===== src/rtl/adder_acc.sv =====
`default_nettype none
// ============================================================================
//  Module   : adder_acc
//  Brief    : Frame accumulator for 9-bit {carry, sum} adder results; emits
//             one total / beat count / overflow flag per frame.
//  Revision : 1.0 - initial release
// ============================================================================
module adder_acc #(
  parameter int TOTAL_W = 16,
  parameter int CNT_W   = 8
) (
  input  logic               clk,
  input  logic               rstn,
  input  logic               in_valid,
  input  logic [7:0]         in_sum,
  input  logic               in_carry,
  input  logic               in_last,
  output logic               in_ready,
  output logic               out_valid,
  output logic [TOTAL_W-1:0] out_total,
  output logic [CNT_W-1:0]   out_count,
  output logic               out_ovf,
  input  logic               out_ready
);

  localparam logic [1:0]       ST_IDLE = 2'd0;
  localparam logic [1:0]       ST_ACC  = 2'd1;
  localparam logic [1:0]       ST_HOLD = 2'd2;
  localparam logic [CNT_W-1:0] CNT_MAX = '1;

  logic [1:0]         r_state;
  logic [1:0]         w_next_state;
  logic               r_in_ready;
  logic [TOTAL_W-1:0] r_total;
  logic [CNT_W-1:0]   r_count;
  logic               r_ovf;

  logic               w_accept;
  logic               w_handshake;
  logic [TOTAL_W-1:0] w_beat;
  logic [TOTAL_W:0]   w_sum_ext;
  logic               w_cnt_full;

  assign w_accept    = in_valid & r_in_ready;
  assign w_handshake = out_valid & out_ready;
  assign w_beat      = TOTAL_W'({in_carry, in_sum});
  assign w_sum_ext   = {1'b0, r_total} + {1'b0, w_beat};
  assign w_cnt_full  = (r_count == CNT_MAX);

  // State register
  always_ff @(posedge clk or negedge rstn) begin
    if (!rstn) begin
      r_state <= ST_IDLE;
    end else begin
      r_state <= w_next_state;
    end
  end

  // Next-state logic
  always_comb begin
    w_next_state = r_state;
    case (r_state)
      ST_IDLE, ST_ACC: begin
        if (w_accept) begin
          w_next_state = in_last ? ST_HOLD : ST_ACC;
        end
      end
      ST_HOLD: begin
        if (out_ready) begin
          w_next_state = ST_IDLE;
        end
      end
      default: w_next_state = ST_IDLE;
    endcase
  end

  // Output decode
  always_comb begin
    out_valid = (r_state == ST_HOLD);
    in_ready  = r_in_ready;
    out_total = r_total;
    out_count = r_count;
    out_ovf   = r_ovf;
  end

  // in_ready is registered from the next state so it is low during reset
  // and carries no combinational path from in_valid.
  always_ff @(posedge clk or negedge rstn) begin
    if (!rstn) begin
      r_in_ready <= 1'b0;
      r_total    <= '0;
      r_count    <= '0;
      r_ovf      <= 1'b0;
    end else begin
      r_in_ready <= (w_next_state != ST_HOLD);
      if (w_handshake) begin
        r_total <= '0;
        r_count <= '0;
        r_ovf   <= 1'b0;
      end else if (w_accept) begin
        r_total <= w_sum_ext[TOTAL_W-1:0];
        if (!w_cnt_full) begin
          r_count <= r_count + CNT_W'(1);
        end
        r_ovf <= r_ovf | w_sum_ext[TOTAL_W] | w_cnt_full;
      end
    end
  end

endmodule
`default_nettype wire


===== config.mk =====
export PLATFORM = sky130hd
export DESIGN_NAME = adder_acc
export DESIGN_NICKNAME = d
export VERILOG_FILES = /design/src/rtl/adder_acc.sv
export SDC_FILE = /design/constraint.sdc
export NUM_CORES = 1
export LEC_CHECK = 0
export BUFFER_PORTS_ARGS = -buffer_cell sky130_fd_sc_hd__buf_2
export CORE_UTILIZATION = 49
export CTS_CLUSTER_SIZE = 14
export DETAILED_ROUTE_END_ITERATION = 16
export GPL_TIMING_DRIVEN = 0
export PLACE_DENSITY_LB_ADDON = 0.3
export SETUP_SLACK_MARGIN = 0.02
export SLEW_MARGIN = 20
export SYNTH_ARGS = -nofsm -noshare
export SYNTH_HDL_FRONTEND = slang
export SYNTH_SLANG_ARGS = --single-unit

===== constraint.sdc =====
create_clock -name clk -period 2.68 [get_ports clk]
set_clock_uncertainty 0.1 [all_clocks]
set_input_delay 0.402 -clock clk [delete_from_list [all_inputs] [get_ports clk]]
set_output_delay 0.402 -clock clk [all_outputs]
set_load 0.005 [all_outputs]

* Word level (Yosys, flattened, before mapping) *
Index checks and enable logic that the tools add are counted.

storage, ports and cells
  logic and storage cells = 31
  bits in registers = 28
  output and inout port bits = 27
  input port bits = 14

operators by class
  multiplexer cells = 11
  add/sub/neg operators = 2
  equal/unequal tests = 5
  reductions and logical operators = 4
  bitwise gates (word level) = 4

operator list
  cell                                                                   count
  16-bit two-way mux                                                     2
  8-bit two-way mux                                                      3
  16-bit by 9-bit adder with 17-bit output                               1
  8-bit by 1-bit adder with 8-bit output, second input constant          1
  8-bit equality test, second input constant                             1
  2-bit two-way mux                                                      3
  2-bit != test, second input constant                                   2
  2-bit case mux with 2 select lines                                     1
  1-bit bitwise AND                                                      2
  2-bit by 1-bit equality test with 1-bit output, second input constant  1
  2-bit equality test, second input constant                             1
  2-bit zero test                                                        1
  1-bit two-way mux                                                      2
  1-bit bitwise OR                                                       2
  2-bit AND reduction                                                    1
  2-bit nonzero test                                                     1
  2-bit OR reduction                                                     1

* Depth between registers and ports, before layout *
  depth in word-level cells = 5
  depth in mapped cells = 8
  depth with buffers taken out = 8

* Worst setup path after synthesis *
No wires, ideal clock.

  path type = input to register
  start = input in_sum[0]
  end = register r_total[8], in the netlist out_total[8]
  data required time = 2454 ps
  stages on the path = 8
  library setup time = 126 ps
  arrival = 2001 ps
  buffers on the path = 0
  slack = 453 ps
  path through = ha_1 -> inv_1 -> fa_1 -> nor2b_1 -> o2111ai_1 -> a31o_2 -> mux2i_1 -> a311o_1

on the way
  cells in the longest elaborated chain, start to end = 3

RTL lines
  element                                   line  text
  from (decl)                               15    input logic [7:0] in_sum,
  16-bit by 9-bit adder with 17-bit output  47    assign w_sum_ext = {1'b0, r_total} + {1'b0, w_beat};
  16-bit two-way mux                        100   end else if (w_accept) begin
  16-bit two-way mux                        96    if (w_handshake) begin
  to (signal assigned)                      101   r_total <= w_sum_ext[TOTAL_W-1:0];
  to (decl)                                 34    logic [TOTAL_W-1:0] r_total;

No other way between the ends. The select of a mux whose other input is x is not followed.
A chain may end at the register's enable or synchronous reset.

* Final worst setup path *
  start = register r_total[0], in the netlist out_total[0]
  end = register r_total[8], in the netlist out_total[8]

on the way
  cells in the longest elaborated chain, start to end = 3

RTL lines
  element                                   line
  16-bit by 9-bit adder with 17-bit output  47
  16-bit two-way mux                        100
  16-bit two-way mux                        96

No other way between the ends. The select of a mux whose other input is x is not followed.

==> out/results.ini <==
[run_status]
outcome=finished, final reports clean

[clock_network]
numCtsBuffers=3
ctsResizeCount=0
cts_tree=done
htreeDepth=1
clk_path_buf_depth=2
post-cts-setup-buffers=0
postCtsHoldBufs=1
cts_root_buf=clkbuf_4
clk_pin_slew_ns=0.16
clk_latency_ns=0.33
cts_sinks=28

[cells_and_area]
area_growth_syn_to_layout_pct=17.9
seqCellArea_sq_um=701
diodes=0
drive_above_1_share=0.210
fin_nets=269
design_area_sq_um=2110
multi_input_area_sq_um=1030
num-fill-cells=311
post-route-util=0.616

[yosys]
ys_ff_latch=28
synth_top_area_cell=dfrtp_1
synth.cell_area_sq_um=1790
synth_edf_count=0
synth-async-reset-ratio=1.00
ys_seq_area_frac=0.392
netlist_top_cells_area=dfrtp_1, ha_1, a21oi_1, nand2_1, xnor2_1
synth.distinct_cells=44
syn_avg_cell_area_sq_um=9.02
synth_ff_type=dfrtp_1
netlist.area_leader.share=0.392
ys_warn_count=0
syn_inst=198
synth_nets=223

[drt]
ant_nets=0
wire_per_inst_um=13.5
wl_um=3890
initialDrtViolationCount=57
dr.pass1.iters=4
route.detailed.drc=0
vias=1640
vias_per_cell=5.67

[global_routing]
grt_pass1_wl_um=6910
grt_overflow=0
grt_usage=0.218
antenna_found_initial=0
grt_pass1_vias=1520
grt_max_degree=29

[placed_design]
place.port_buffers=40
place_congestion=0.822
pre_cts_slack_ns=0.226
hpwl_um=2910
placed_area_sq_um=2040

[timing]
hold_ws_ns=0.260
fmax_ghz=0.422
worst_slew_pin_slew_ns=0.610
rsz0062_at_grt=no
finalSetupTns_ns=0
hold_viol=0
post-route-period-util=0.884
maxSlewHeadroom=0.591
finalSetupViolCount=0
drv_slew=0
fin_ws_ns=0.312
finalCriticalPeriod_ns=2.37

[worst_setup_path]
reg2regPathDepth=8
critPathArrivalTime_ns=2.51
critical_path_class=flip-flop to flip-flop
cp_cell_sequence=ha_1, inv_1, fa_1, nor2b_1, o2111ai_1, a31o_2, mux2i_1, a311o_1
crit_slowest_cell=dfrtp_1
required_ns=2.82
cpPeakStageDelay_ns=0.39
critPathCaptureType=flip-flop
start_kind=flip-flop
worstPathMaxFanout=4

[floorplanning]
rows=21
io_pins=41
die_h_um=62.4
core_region_area_sq_um=3420
dieArea_sq_um=3890
die_x_um=62.4
start_util=0.523

[power]
vdd_drop_max_uv=602
power_density_nw_per_um2=858
power_leakage_nw=1.06

[min_path]
holdPathStages=2
min_path_type=primary input to flip-flop

[run]
maxCapViolCount=0

[area by class of cell]
| cell class | count | share of cell area |
|---|---|---|
| Inverter | 7 | 0.0125 |
| Clock inverter | 1 | 0.0143 |
| Buffer | 7 | 0.0131 |
| Multi-Input combinational cell | 156 | 0.490 |
| Timing Repair Buffer | 41 | 0.0998 |
| Clock buffer | 3 | 0.0107 |
| Sequential cell | 28 | 0.333 |
| Tap cell | 46 | 0.0273 |
[cells in the mapped netlist, drive strengths merged, types with 3 or more instances]
library cell / instances
ha: 10
nand3: 7
inv: 7
nand4: 4
and2: 3
a21oi: 19
clkbuf: 5
dfrtp: 28
nand2: 22
xnor2: 7
nand2b: 3
nor4: 3
or3: 5
o21ai: 9
a211oi: 3
nor3: 6
a21o: 6
a31oi: 3
nor2: 15
mux2i: 4
[where the power goes]
part	switching (mW)	internal, mW
Clock	0.130	0.151
Combinational	0.470	0.409
Sequential	0.111	0.536
Total	0.711	1.10
[cell families after synthesis]
| kind of cell | Yosys count | share of synthesized area |
|---|---|---|
| AOI/OAI and AO/OA | 58 | 0.221 |
| DFF | 28 | 0.392 |
| adders and majority gates | 11 | 0.0813 |
| buffers and inverters | 14 | 0.0301 |
| xor gates and xnor gates | 9 | 0.0442 |
| muxes | 5 | 0.0308 |
| and+or+nand+nor | 73 | 0.200 |
[placed cells by master, fill, tap and decap left out, types with 2 or more instances in the layout]
cell type,count
nor4_1,2
a31oi_1,3
or3_1,4
a21o_1,6
xnor2_1,7
nor2_1,15
inv_1,7
o211ai_1,2
xor2_1,2
nand2b_1,3
o211a_1,2
nor2b_1,2
o21a_1,2
ha_1,10
clkbuf_1,5
buf_2,41
nor3_1,6
clkbuf_4,3
dfrtp_1,28
a211o_1,2
and2_1,3
o311a_1,2
mux2i_1,4
a21oi_1,18
nand4_1,4
and3_1,2
a211oi_1,3
o21ai_0,9
nand2_1,22
nand3_1,7
[routing by layer]
| layer | vias up | share of wire | track usage |
|---|---|---|---|
| met5 | - | 0 | 0 |
| met4 | 0 | 0.0033 | 0.0523 |
| met3 | 2 | 0.046 | 0.0368 |
| met2 | 47 | 0.47 | 0.364 |
| met1 | 767 | 0.48 | 0.295 |
| li1 | 824 | - | - |
[worst max-delay path: cells and delay by family, from the launching register on]
family                     cells  cell delay (ns)
AOI/OAI and AO/OA              3             0.79
adders and majority gates      2             0.57
buffers and inverters          1             0.06
DFF                            1             0.39
muxes                          1             0.11
and+or+nand+nor                1             0.24
[sequential cells by signal, summed over array words and instances, names as in the netlist]
name and cells:
out_total 16, out_count 8, r_state 2, in_ready 1, out_ovf 1
[final timing paths]
kind,startpoint,endpoint,slack (ns)
worst max-delay path,out_total[0]$_DFFE_PN0P_,out_total[8]$_DFFE_PN0P_,0.31
worst min-delay path,out_ready,in_ready$_DFF_PN0_,0.26
worst max register to register,out_total[0]$_DFFE_PN0P_,out_total[8]$_DFFE_PN0P_,0.31
worst min register to register,r_state[1]$_DFF_PN0_,r_state[0]$_DFF_PN0_,0.38
max in group asynchronous,rstn,out_total[9]$_DFFE_PN0P_,1.60
min in group asynchronous,rstn,out_total[3]$_DFFE_PN0P_,0.48
[through the flow]
step           power, mW  std cells
2_1_floorplan       1.27        198
3_3_place_gp        1.51        284
3_5_place_dp        1.53        284
4_1_cts             1.81        289
5_1_grt             1.96        289
6_report            1.81        289
Note: power is estimated with default switching activity, not from simulation.
